[src/rtl/rs_dispatch_issue_ctrl.sv]
// rtl/rs_dispatch_issue_ctrl.sv - reservation-station dispatch allocation and round-robin issue control
module rs_dispatch_issue_ctrl #(
    parameter int RS_SIZE = 8,
    parameter int IDX_W   = $clog2(RS_SIZE),
    parameter int CNT_W   = $clog2(RS_SIZE + 1)
) (
    input  logic               clock,
    input  logic               reset,
    input  logic               dispatch_valid,
    output logic               dispatch_stall,
    output logic [RS_SIZE-1:0] entry_wr_en,
    input  logic [RS_SIZE-1:0] entry_ready,
    input  logic               fu_avail,
    output logic               issue_valid,
    output logic [IDX_W-1:0]   issue_idx,
    output logic [RS_SIZE-1:0] entry_clear,
    input  logic               squash,
    output logic [CNT_W-1:0]   free_count
);

    logic [RS_SIZE-1:0] occ;
    logic [RS_SIZE-1:0] occ_next;
    logic [RS_SIZE-1:0] cand;
    logic [IDX_W-1:0]   rr_ptr;
    logic [IDX_W-1:0]   rr_next;
    logic [IDX_W-1:0]   probe;
    logic               alloc_found;
    logic [IDX_W-1:0]   alloc_idx;
    logic               grant_found;
    logic [IDX_W-1:0]   grant_idx;
    logic [CNT_W-1:0]   busy_next;

    // Lowest-index free entry; scanning downward leaves the lowest hit last.
    always_comb begin
        alloc_found = 1'b0;
        alloc_idx   = '0;
        for (int k = RS_SIZE - 1; k >= 0; k--) begin
            if (!occ[k]) begin
                alloc_found = 1'b1;
                alloc_idx   = IDX_W'(k);
            end
        end
    end

    // First ready-and-occupied entry at or after rr_ptr; index arithmetic wraps naturally.
    always_comb begin
        cand        = entry_ready & occ;
        grant_found = 1'b0;
        grant_idx   = '0;
        probe       = '0;
        for (int i = RS_SIZE - 1; i >= 0; i--) begin
            probe = rr_ptr + IDX_W'(i);
            if (cand[probe]) begin
                grant_found = 1'b1;
                grant_idx   = probe;
            end
        end
    end

    // Dispatch/issue/squash outputs; squash overrides both dispatch and issue.
    always_comb begin
        dispatch_stall = 1'b1;
        entry_wr_en    = '0;
        entry_clear    = '0;
        issue_valid    = 1'b0;
        issue_idx      = '0;
        rr_next        = rr_ptr;
        if (!reset) begin
            dispatch_stall = squash | (&occ);
            if (squash) begin
                entry_clear = '1;
                rr_next     = '0;
            end else begin
                if (dispatch_valid && !dispatch_stall && alloc_found) begin
                    entry_wr_en[alloc_idx] = 1'b1;
                end
                if (fu_avail && grant_found) begin
                    issue_valid            = 1'b1;
                    issue_idx              = grant_idx;
                    entry_clear[grant_idx] = 1'b1;
                    rr_next                = grant_idx + IDX_W'(1);
                end
            end
        end
    end

    // Next occupancy and its population count for the registered free_count.
    always_comb begin
        occ_next  = (occ & ~entry_clear) | entry_wr_en;
        busy_next = '0;
        for (int k = 0; k < RS_SIZE; k++) begin
            busy_next = busy_next + CNT_W'(occ_next[k]);
        end
    end

    // State registers: occupancy mirror, round-robin pointer, free count.
    always_ff @(posedge clock) begin
        if (reset) begin
            occ        <= '0;
            rr_ptr     <= '0;
            free_count <= CNT_W'(RS_SIZE);
        end else begin
            occ        <= occ_next;
            rr_ptr     <= rr_next;
            free_count <= CNT_W'(RS_SIZE) - busy_next;
        end
    end

endmodule

[config.mk]
export PLATFORM = sky130hd
export DESIGN_NAME = rs_dispatch_issue_ctrl
export DESIGN_NICKNAME = d
export VERILOG_FILES = /design/src/rtl/rs_dispatch_issue_ctrl.sv
export SDC_FILE = /design/constraint.sdc
export NUM_CORES = 1
export LEC_CHECK = 0
export CORE_MARGIN = 2
export CORE_UTILIZATION = 45
export DETAILED_ROUTE_END_ITERATION = 8
export PLACE_DENSITY = 0.7
export SYNTH_ARGS = -nofsm -noshare
export SYNTH_HDL_FRONTEND = slang
export SYNTH_SLANG_ARGS = --single-unit
[constraint.sdc]
create_clock -name clock -period 6.4 [get_ports clock]
set_clock_uncertainty 0.15 [all_clocks]
set_input_delay 1.28 -clock clock [delete_from_list [all_inputs] [get_ports clock]]
set_output_delay 1.28 -clock clock [all_outputs]
set_load 0.02 [all_outputs]
==> results.sh <==
export IMPL_outcome="completed"
export IMPL_fmax_ghz=0.161
export IMPL_drt_vias_per_instance=6.23
export IMPL_fp_coreArea_sq_um=4720
export IMPL_routed_wl_mm=6.33
export IMPL_stdcell_area_sq_um=2820
export IMPL_final_nets=322
export IMPL_synth_seq_cells=15
export IMPL_overflow=0
export IMPL_route_vias_total=2275
export IMPL_portBuffers=37
export IMPL_die_area_sq_um=5460
export IMPL_slew_violations=0
export IMPL_hold_path_class="flop to flop"
export IMPL_finalSetupViolCount=0
export IMPL_synth_edf_count=0
export IMPL_synth_top_area_share_pct=13.7
export IMPL_antenna_left=0
export IMPL_cp_cell_sequence="clkdlybuf4s50_1, nand2_1, buf_4, mux4_1, mux2i_2, o211ai_1, a21o_1, a22oi_2, nand2_1, o31ai_1, clkdlybuf4s50_1"
export IMPL_ctsLongestPathBuffers=2
export IMPL_holdPathStages=1
export IMPL_max_slew_worst_pin_slew_ns=0.729
export IMPL_clockRootBuffer="clkbuf_8"
export IMPL_cts_htree_levels=1
export IMPL_clock_latency_ns=0.25
export IMPL_ios=38
export IMPL_grtUsageTotal_pct=24.7
export IMPL_rsz0062_at_grt="no"
export IMPL_critPathKind="input port to output port"
export IMPL_finalHoldViolCount=0
export IMPL_drc=0
export IMPL_areaGrowthSynthToFinish_pct=28.4
export IMPL_grt_max_degree=27
export IMPL_avgSynthCellArea_sq_um=8.90
export IMPL_synthFlopType="dfxtp_1"
export IMPL_gp_congestion=1.09
export IMPL_cp_arrival_ns=4.77
export IMPL_dp_hpwl_mm=4.98
export IMPL_antenna_found_initial=0
export IMPL_reg2regPathDepth=19
export IMPL_setup_slack_ns=0.196
export IMPL_final_cells=365
export IMPL_wl_per_cell_microns=17.3
export IMPL_clk_pin_slew_worst_paths_ns=0.06
export IMPL_critical_path_max_stage_delay_ns=0.67
export IMPL_r2r_slack_ns=0.77
export IMPL_std_cell_rows=25
export IMPL_crit_slowest_cell="clkdlybuf4s50_1"
export IMPL_min_period_ns=6.20
export IMPL_critPathLaunchType="input port"
export IMPL_period_share_pct=96.9
export IMPL_post_cts_resized=0
export IMPL_yosysWarnings=0
export IMPL_final_common_cell="clkdlybuf4s50_1"
export IMPL_placed_area_sq_um=2760
export IMPL_path_max_fanout=10
export IMPL_ys_seq_area_share_pct=13.7
export IMPL_numPlacedInstances=361
export IMPL_drive_gt1_share_pct=21.1
export IMPL_first_pass_iters=5
export IMPL_grt_pass1_vias=2046
export IMPL_syn_area_sq_um=2200
export IMPL_fin_total_pwr_uw=234
export IMPL_grt_pass1_wl_mm=10.4
export IMPL_worstHoldStart="occ[7]"
export IMPL_yosysTopAreaCell="dfxtp_1"
export IMPL_pre_cts_slack_ns=-0.0185
export IMPL_cp_end_kind="output port"
export IMPL_synth_fp_nets=270
export IMPL_synthCells=247
export IMPL_die_h_microns=73.9
export IMPL_ir_drop_v=0.000105
export IMPL_async_flop_share_pct=0
export IMPL_ys_types=66
export IMPL_ys_top_cells_by_area="dfxtp_1 (14%), mux4_1 (12%), mux4_2 (6.2%)"
export IMPL_diodes=0
export IMPL_drt_iter0_drc=195
export IMPL_layout_common_cells="clkdlybuf4s50_1 (37), buf_4 (27), nand2_1 (20)"
export IMPL_p_leak_uw=0.00103
export IMPL_p_per_area_nw_per_um2=83.1
export IMPL_worstPathRequired_ns=4.97
export IMPL_cts_setup_buffers=0
export IMPL_max_slew_margin_pct=51.3
export IMPL_cts_sinks=15
export IMPL_r2r_start="rr_ptr[0]"
export IMPL_die_width_microns=73.9
export IMPL_min_to="occ[7]"
export IMPL_postCtsHoldBufs=0
export IMPL_start_util_pct=46.5
export IMPL_cap_violations=0
export IMPL_cts_tree="done"
export IMPL_cts_made_buffers=3
export IMPL_rr_endpoint="free_count[3]"
==> worst max path at each step <==
stage | startpoint | to | slack [ns] | cells past startpoint
after detailed placement | entry_ready[3] | free_count[3] | -0.02 | 17
final | entry_ready[4] | entry_clear[6] | 0.20 | 11
after global routing | entry_ready[7] | entry_clear[6] | 0.03 | 11
after CTS | entry_ready[4] | entry_clear[6] | 0.16 | 11
after global placement | entry_ready[3] | free_count[3] | 0.02 | 17
after floorplan | entry_ready[7] | free_count[3] | 0.65 | 16
==> per-stage QoR <==
stage	setup TNS (ns)	util (%)	hold WS (ns)
floorplan	0	-	0.393
global placement	0	58.4	0.455
detailed placement	-0.0185	58.4	0.449
CTS	0	59.4	0.465
global route	0	59.7	0.487
finish	0	59.7	0.463
==> cell type report <==
class                   count  area [sq um]
clock inverters             1          5.00
clock buffers               3          41.3
fillers                   408          1900
well taps                  67          83.8
repair buffers             64           573
flip-flops and latches     15           300
inverters                  17          63.8
multi-input cells         198          1750
==> synth_stat cells, types with 2 or more instances <==
cell type and count:
nor3_1 2, o211ai_1 8, a21o_1 4, dfxtp_1 15, and2_1 10, inv_1 15
a31o_2 4, mux2_2 4, o21ai_0 9, o31ai_1 3, ha_1 6, nor2b_1 4
a211oi_1 5, buf_1 2, o22ai_1 4, a31oi_1 4, o21ba_2 2, xnor2_1 2
buf_6 3, mux2i_1 5, nand3_1 12, nand2b_1 3, mux4_1 10, a22oi_1 2
o221ai_1 4, clkbuf_1 7, nand4_1 3, a21oi_1 12, fa_1 4, buf_2 3
nor2_1 13, nand2_1 20, a311oi_1 3, nor3b_1 3, mux4_2 6
==> state kept, by name, summed over array words and instances (netlist names) <==
register	flops
free_count	4
occ	8
rr_ptr	3
==> metal layers <==
metal / GRT usage, % / up-vias / wire (microns)
met5: 0 / - / 0
met3: 6.04 / 8 / 533
met2: 37.0 / 107 / 2800
met4: 2.83 / 0 / 44
met1: 37.1 / 1088 / 2950
li1: - / 1072 / -
==> worst max-delay path: cells and delay by family <==
family / cells / cell delay, ns
AOI/OAI and AO/OA: 4 / 1.06
and+or+nand+nor: 2 / 0.25
muxes: 2 / 0.83
buffers and inverters: 3 / 1.34
==> report_power, final <==
part	internal, uW	total (uW)	switching [uW]
combinational	28.8	57.5	28.7
sequential	95.7	97.8	2.13
clock	43.2	79.2	36.0
total	168	234	66.9
==> cell families after synthesis <==
| family | count (synthesis) | synth area share (%) |
|---|---|---|
| compound gates | 79 | 27.8 |
| simple gates | 79 | 19.2 |
| buf+inv | 34 | 7.23 |
| mux | 26 | 23.1 |
| flops | 15 | 13.7 |
| fa+ha+maj | 10 | 7.06 |
| xor+xnor | 4 | 1.94 |
(Power assumes the default switching activity.)
